## config.mk

```make
export PLATFORM = sky130hd
export DESIGN_NAME = nanov_serial_alu
export DESIGN_NICKNAME = d
export VERILOG_FILES = /design/src/rtl/nanov_alu_pkg.sv /design/src/rtl/nanov_serial_alu_adder.sv /design/src/rtl/nanov_serial_alu.sv
export SDC_FILE = /design/constraint.sdc
export NUM_CORES = 1
export LEC_CHECK = 0
export ABC_CLOCK_PERIOD_IN_PS = 1900
export BUFFER_PORTS_ARGS = -buffer_cell sky130_fd_sc_hd__clkbuf_2
export CAP_MARGIN = 20
export CORE_MARGIN = 5
export CORE_UTILIZATION = 31
export DETAILED_ROUTE_END_ITERATION = 8
export SLEW_MARGIN = 10
export SYNTH_ARGS = -nofsm -noshare
export SYNTH_HDL_FRONTEND = slang
export SYNTH_HIERARCHICAL = 1
export SYNTH_SLANG_ARGS = --single-unit
```

## constraint.sdc

```tcl
create_clock -name clk -period 1.9 [get_ports clk]
set_input_delay 0.38 -clock clk [delete_from_list [all_inputs] [get_ports clk]]
set_output_delay 0.38 -clock clk [all_outputs]
set_load 0.1 [all_outputs]
```

## src/rtl/nanov_alu_pkg.sv

```systemverilog
// Shared encodings for the nanoV bit-serial ALU: op codes, FSM states, default width.
package nanov_alu_pkg;

  localparam int XLEN_DEFAULT = 32;

  localparam logic [2:0] OP_ADD  = 3'd0;
  localparam logic [2:0] OP_SUB  = 3'd1;
  localparam logic [2:0] OP_AND  = 3'd2;
  localparam logic [2:0] OP_OR   = 3'd3;
  localparam logic [2:0] OP_XOR  = 3'd4;
  localparam logic [2:0] OP_SLT  = 3'd5;
  localparam logic [2:0] OP_SLTU = 3'd6;
  localparam logic [2:0] OP_MOV  = 3'd7;

  typedef enum logic [1:0] {
    S_IDLE  = 2'd0,
    S_RUN   = 2'd1,
    S_FLUSH = 2'd2
  } state_t;

  // Ops that run the adder as a subtractor (inverted rs2, carry-in of 1).
  function automatic logic op_is_sub(input logic [2:0] o);
    return (o == OP_SUB) || (o == OP_SLT) || (o == OP_SLTU);
  endfunction

  function automatic logic op_is_cmp(input logic [2:0] o);
    return (o == OP_SLT) || (o == OP_SLTU);
  endfunction

endpackage

```

## src/rtl/nanov_serial_alu_adder.sv

```systemverilog
// Serial full adder with carry flop; carry_in/carry_out expose the MSB carries for overflow.
module nanov_serial_adder (
  input  logic clk,
  input  logic rst,
  input  logic a,
  input  logic b,
  input  logic cin_load,
  input  logic cin_value,
  input  logic en,
  output logic sum,
  output logic carry_in,
  output logic carry_out
);

  logic r_carry;

  assign carry_in  = r_carry;
  assign sum       = a ^ b ^ r_carry;
  assign carry_out = (a & b) | (a & r_carry) | (b & r_carry);

  always_ff @(posedge clk or posedge rst) begin
    if (rst) begin
      r_carry <= 1'b0;
    end else if (cin_load) begin
      r_carry <= cin_value;
    end else if (en) begin
      r_carry <= carry_out;
    end
  end

endmodule

```

## src/rtl/nanov_serial_alu.sv

```systemverilog
// Bit-serial ALU between the nanoV register file read and write ports.
// Compare ops (SLT/SLTU) produce lt_out only when NANOV_ALU_CMP_EN is defined.
module nanov_serial_alu
  import nanov_alu_pkg::*;
#(
  parameter int XLEN = XLEN_DEFAULT
) (
  input  logic                     clk,
  input  logic                     rst,
  input  logic                     start,
  input  logic [2:0]               op,
  input  logic                     rs1_bit,
  input  logic                     rs2_bit,
  output logic                     busy,
  output logic                     rd_bit,
  output logic                     rd_valid,
  output logic [$clog2(XLEN)-1:0]  rd_idx,
  output logic                     done,
  output logic                     lt_out
);

  localparam int CW = $clog2(XLEN);

  state_t         r_state;
  state_t         w_state_nx;
  logic [2:0]     r_op;
  logic [CW-1:0]  r_cnt;
  logic           r_rd_bit;
  logic           r_rd_valid;
  logic [CW-1:0]  r_rd_idx;
  logic           r_done;

  logic w_accept;
  logic w_last;
  logic w_b;
  logic w_sum;
  logic w_carry_in;
  logic w_carry_out;
  logic w_res;

  assign w_accept = (r_state == S_IDLE) && start;
  assign w_last   = (r_state == S_RUN) && (r_cnt == CW'(XLEN - 1));
  assign w_b      = rs2_bit ^ op_is_sub(r_op);

  nanov_serial_adder u_adder (
    .clk       (clk),
    .rst       (rst),
    .a         (rs1_bit),
    .b         (w_b),
    .cin_load  (w_accept),
    .cin_value (op_is_sub(op)),
    .en        (r_state == S_RUN),
    .sum       (w_sum),
    .carry_in  (w_carry_in),
    .carry_out (w_carry_out)
  );

  always_ff @(posedge clk or posedge rst) begin
    if (rst) begin
      r_state <= S_IDLE;
    end else begin
      r_state <= w_state_nx;
    end
  end

  always_comb begin
    w_state_nx = r_state;
    case (r_state)
      S_IDLE:  if (start) w_state_nx = S_RUN;
      S_RUN:   if (w_last) w_state_nx = S_FLUSH;
      S_FLUSH: w_state_nx = S_IDLE;
      default: w_state_nx = S_IDLE;
    endcase
  end

  always_comb begin
    w_res = w_sum;
    case (r_op)
      OP_AND:  w_res = rs1_bit & rs2_bit;
      OP_OR:   w_res = rs1_bit | rs2_bit;
      OP_XOR:  w_res = rs1_bit ^ rs2_bit;
      OP_MOV:  w_res = rs1_bit;
      default: w_res = w_sum;
    endcase
  end

  always_ff @(posedge clk or posedge rst) begin
    if (rst) begin
      r_op       <= '0;
      r_cnt      <= '0;
      r_rd_bit   <= 1'b0;
      r_rd_valid <= 1'b0;
      r_rd_idx   <= '0;
      r_done     <= 1'b0;
    end else begin
      r_done     <= w_last;
      r_rd_valid <= 1'b0;
      if (w_accept) begin
        r_op  <= op;
        r_cnt <= '0;
      end
      if (r_state == S_RUN) begin
        r_rd_bit   <= w_res;
        r_rd_idx   <= r_cnt;
        r_rd_valid <= !op_is_cmp(r_op);
        r_cnt      <= w_last ? '0 : r_cnt + CW'(1);
      end
    end
  end

`ifdef NANOV_ALU_CMP_EN
  logic r_lt;
  logic w_lt_calc;

  // Signed compare folds MSB overflow (carry into MSB xor carry out) into the sign bit.
  assign w_lt_calc = (r_op == OP_SLTU) ? ~w_carry_out
                                       : (w_sum ^ w_carry_in ^ w_carry_out);

  always_ff @(posedge clk or posedge rst) begin
    if (rst) begin
      r_lt <= 1'b0;
    end else if (w_accept && !op_is_cmp(op)) begin
      r_lt <= 1'b0;
    end else if (w_last && op_is_cmp(r_op)) begin
      r_lt <= w_lt_calc;
    end
  end

  assign lt_out = r_lt;
`else
  logic w_cmp_unused;
  assign w_cmp_unused = w_carry_in ^ w_carry_out;
  assign lt_out       = 1'b0;
`endif

  assign busy     = (r_state != S_IDLE);
  assign rd_bit   = r_rd_bit;
  assign rd_valid = r_rd_valid;
  assign rd_idx   = r_rd_idx;
  assign done     = r_done;

endmodule

```

== After elaboration in Yosys (flattened, before gate mapping) ==
Index checks and enable logic that the tools add are counted.

* Register bits: 19
* Input bits: 8
* Output and inout bits: 10

* Add/sub/neg operators: 1
* Eq/ne operators: 14
* Multiplexer cells: 10
* Bitwise operators: 11
* Reductions and logical operators: 12

{| class="wikitable"
|+ Operator list
! cell !! count
|-
| $eq A3 B3 Y1 const B || 6
|-
| $mux W5 || 3
|-
| $eq A3 B1 Y1 const B || 2
|-
| $eq A3 B2 Y1 const B || 2
|-
| $add A5 B1 Y5 const B || 1
|-
| $eq A5 B5 Y1 const B || 1
|-
| $logic_or A1 B1 Y1 || 5
|-
| $and A1 B1 Y1 || 4
|-
| $mux W2 || 2
|-
| $ne A2 B2 Y1 const B || 2
|-
| $pmux W1 S4 || 1
|-
| $pmux W2 S2 || 1
|-
| $reduce_bool A2 Y1 || 2
|-
| $xor A1 B1 Y1 || 4
|-
| $mux W1 || 3
|-
| $or A1 B1 Y1 || 3
|-
| $eq A2 B1 Y1 const B || 1
|-
| $logic_and A1 B1 Y1 || 2
|-
| $logic_not A2 Y1 || 1
|-
| $reduce_and A2 Y1 || 1
|-
| $logic_not A1 Y1 || 1
|}

== Logic depth before layout (Yosys ltp) ==
* Word-level depth: 9
* Depth in mapped cells: 8
* Gate-level depth less buffers: 7

== Modules after synthesis ==
The synthesis kept the hierarchy.

{| class="wikitable"
|+ Modules (own cells, without submodules)
! module !! times used !! cells each !! area an instance (µm²)
|-
| nanov_serial_alu || 1 || 80 || 952.2
|-
| nanov_serial_adder || 1 || 6 || 67.6
|}

== Worst setup path before layout ==
Ideal clock, no wire load.

* Path type: register -> register
* Start point: reg r_op[0]
* End point: reg r_rd_bit (netlist: rd_bit)
* Data arrival time: 1.932 ns
* Data required time: 1.774 ns
* Slack: -0.158 ns
* Cell stages (with the launch flop): 9
* Buffers on the path: 1
* Clock period less this slack: 2.058 ns
* Path through: dfrtp_1 > buf_6 > and2b_2 > mux2i_1 > xnor2_1 > fa_1 > mux2i_1 > a21oi_1 > o32a_1

* Word-level cells in the longest chain between the ends: 7
* Elaborated cells on any way between the ends: 13
* Those cells by class: 7 x eq/ne; 1 x mux; 3 x bitwise; 2 x reduce/logical

{| class="wikitable"
|+ Ends and longest elaborated chain
! what !! line !! source
|-
| from (decl) || nanov_serial_alu.sv:26 || <nowiki>logic [2:0] r_op;</nowiki>
|-
| from (signal assigned) || nanov_serial_alu.sv:99 || <nowiki>r_op <= op;</nowiki>
|-
| $eq A3 B1 Y1 / $eq A3 B3 Y1 (equally long branches) || nanov_alu_pkg.sv:23 || <nowiki>return (o == OP_SUB) || (o == OP_SLT) || (o == OP_SLTU);</nowiki>
|-
| $logic_or A1 B1 Y1 || nanov_alu_pkg.sv:23 ||
|-
| $logic_or A1 B1 Y1 (*) || nanov_alu_pkg.sv:23 ||
|-
| $xor A1 B1 Y1 (*) || nanov_serial_alu.sv:43 || <nowiki>assign w_b = rs2_bit ^ op_is_sub(r_op);</nowiki>
|-
| named net w_b || nanov_serial_alu.sv:35 || <nowiki>logic w_b;</nowiki>
|-
| $xor A1 B1 Y1 (*) (2 in a row) || nanov_serial_alu_adder.sv:18 || <nowiki>assign sum = a ^ b ^ r_carry;</nowiki>
|-
| named net w_sum || nanov_serial_alu.sv:36 || <nowiki>logic w_sum;</nowiki>
|-
| $pmux W1 S4 (*) || nanov_serial_alu.sv:78 || <nowiki>case (r_op)</nowiki>
|-
| to (signal assigned) || nanov_serial_alu.sv:103 || <nowiki>r_rd_bit <= w_res;</nowiki>
|-
| to (decl) || nanov_serial_alu.sv:28 || <nowiki>logic r_rd_bit;</nowiki>
|}

Mark *: on every way through the listed nets, which the timed path passes. The rest lies on a longest branch.
A chain may end at the register's enable or synchronous reset.

== Final worst setup path ==
* Start point: reg r_op[2]
* End point: reg r_rd_bit (netlist: rd_bit)

The elaborated chain is that of the path after synthesis.

==> results.toml <==
[clock_network]
numCtsBuffers = 3
cts_tree = "done"
cts.sinks = 19
htree_levels = 1
clockBufferDepth = 2
cts-root-buf = "clkbuf_4"
cts.clk_slew.worst_paths_ns = 0.11
clk_latency_ns = 0.30
ctsResizeCount = 0

[placed_design]
placed_area_um2 = 1150
place_congestion = 0.744
port_buffers = 16
dp_slack_ns = -0.0991
numPlacedInstances = 146
dpl.hpwl_mm = 1.45

[global_route]
overflow = 0
grt_max_degree = 19
antenna_found_initial = 0
grt_pass1_wl_mm = 3.22
track_usage_pct = 9.35
grt_pass1_vias = 706

[cells_and_area]
fin_cells = 152
area_growth_syn_to_layout_pct = 17.3
drive_gt1_share_pct = 36.1
mostFrequentLayoutCells = "dfrtp_1 (19), clkbuf_2 (15), mux2_2 (6), inv_1 (6), buf_4 (6)"
n_antenna_cell = 0
finalInstanceArea_um2 = 1200
nets = 122
final_common_cell = "dfrtp_1"

[timing]
maxSlewHeadroom_pct = 52.1
setup_ws_ns = -0.0967
min_period_over_period_pct = 105
finalClockSkew_ns = 0.00724
setup_viol = 1
hold_viol = 0
drv_slew = 0
timing.fmax_mhz = 501
rsz0062_at_grt = "yes"
fin_crit_ns = 2.00
tightest_slew_ns = 0.718

[min_path]
min-delay-start = "start"
min_path_cells = 3
holdCritPathClass = "input port to register"
min_to = "r_state[0]"

[floorplan]
core_area_um2 = 3100
initial_utilization_pct = 32.9
io_pins = 18
die_x_um = 67.4
rows = 20
die_y_um = 67.4
dieArea_um2 = 4540

[yosys]
syn_inst = 86
synth_top_area_share_pct = 46.6
ys_warn_count = 6
netlist_top_cells_area = "dfrtp_1 (47%), mux2_2 (6.6%), ha_1 (4.9%)"
yosysTopAreaCell = "dfrtp_1"
avgSynthCellArea_um2 = 11.9
ys_ff_latch = 19
syn-num-nets = 99
synth.distinct_cells = 34
ys_seq_area_share_pct = 46.6
syn_area_um2 = 1020

[route]
wl_per_cell_um = 12.5
viasPerCell = 4.61
drtIter0Drc = 18
drt_drc_violations_left = 0
vias = 700
antenna_left = 0
wl_mm = 1.90
drt_pre_antenna_iters = 4

[outcome]
violations = "setup timing"
status = "finished with violations"

[worst_setup_path]
r2r_end = "rd_bit"
rr_startpoint = "r_op[2]"
critPathKind = "register to register"
r2r_cells = 7
rrSetupSlack_ns = -0.1
start_kind = "register"
worstPathMaxFanout = 2
endpoint_kind = "register"
cp.required_ns = 2.09
cp.arrival_ns = 2.18

[flow_run]
cap_viol_max_count = 0
-- flip-flops by register name (all words and copies together), names as in the netlist --
| register | count |
|---|---|
| r_state | 2 |
| rd_valid | 1 |
| rd_idx | 5 |
| done | 1 |
| r_op | 3 |
| rd_bit | 1 |
| u_adder/carry_in | 1 |
| r_cnt | 5 |
-- repair_timing --
action | CTS | global route
hold buffers | 1 | 0
endpoints found under the hold margin | 1 | 0
setup endpoints to repair | 1 | 1
pin swaps | 1 | 2
buffers inserted | 0 | 1
-- logic make-up (layout without fill, tap and decap cells) --
| logic type | Yosys count | in the layout | synth area share, % |
|---|---|---|---|
| AND/OR/NAND/NOR | 21 | 21 | 14.4 |
| other | 1 | 1 | 0.368 |
| buffers and inverters | 10 | 32 | 5.64 |
| multiplexers | 13 | 13 | 15.0 |
| XOR/XNOR | 2 | 2 | 1.72 |
| flip-flops | 19 | 19 | 46.6 |
| adder cells (fa/ha/maj) | 5 | 5 | 6.87 |
| AO/OA/AOI/OAI | 15 | 15 | 9.45 |
-- worst max-delay path by stage --
stage	startpoint	endpoint	slack (ns)	cells after the start
finish	r_op[2]	rd_bit	-0.1	7
global route	r_op[2]	rd_bit	-0.17	7
CTS	r_op[2]	rd_bit	-0.11	7
detailed placement	r_op[2]	rd_bit	-0.1	7
global placement	r_op[2]	rd_bit	-0.005	7
floorplan	r_op[0]	rd_bit	-0.09	8
-- synth_stat cells, drive strengths merged --
cell type and count:
clkbuf 1, and2 2, buf 3, mux2 9
o21bai 1, xnor2 1, ha 4, o21ai 5
nor2b 2, dfrtp 19, a22o 2, and2b 1
or2 1, conb 1, o32a 1, xor2 1
mux2i 4, and3 1, a21oi 5, nand3 1
nor3 2, nor2 2, nand2b 3, nand3b 2
fa 1, a21boi 1, inv 6, nand2 4
-- critical path, stage by stage (launching register included) --
cell     delay [ns]
dfrtp_1        0.39
and2b_2        0.20
mux2i_1        0.18
xnor2_1        0.16
fa_1           0.45
mux2i_1        0.13
a21oi_1        0.08
o32a_1         0.30
-- area by class of cell --
type | instances | area [um2]
tap | 44 | 55.1
clock buffer | 4 | 26.3
sequential | 19 | 475
timing repair buffer | 22 | 130
fill | 335 | 1910
multi-input combinational | 57 | 487
inverter | 6 | 22.5
-- metrics by stage --
stage / hold WS, ns / TNS, ns / util (%)
CTS: 0.323 / -0.111 / 38.3
global placement: 0.212 / -0.00537 / 37.1
floorplan: 0.109 / -0.0876 / -
detailed placement: 0.214 / -0.0991 / 37.1
finish: 0.332 / -0.0967 / 38.5
global route: 0.335 / -0.168 / 38.5
-- layer usage --
layer  wire (um)  global-route usage (%)  up-vias  share of wire, %
met5           0                       0        -                 0
met4           0                    2.28        0                 0
met3          98                    3.33        0               5.2
met2         962                    16.1       18                51
met1         835                    11.1      342                44
li1            -                       -      340                 -
Power is not shown: default switching activity piles up to over one toggle a cycle in this logic, so the estimate is an artifact.
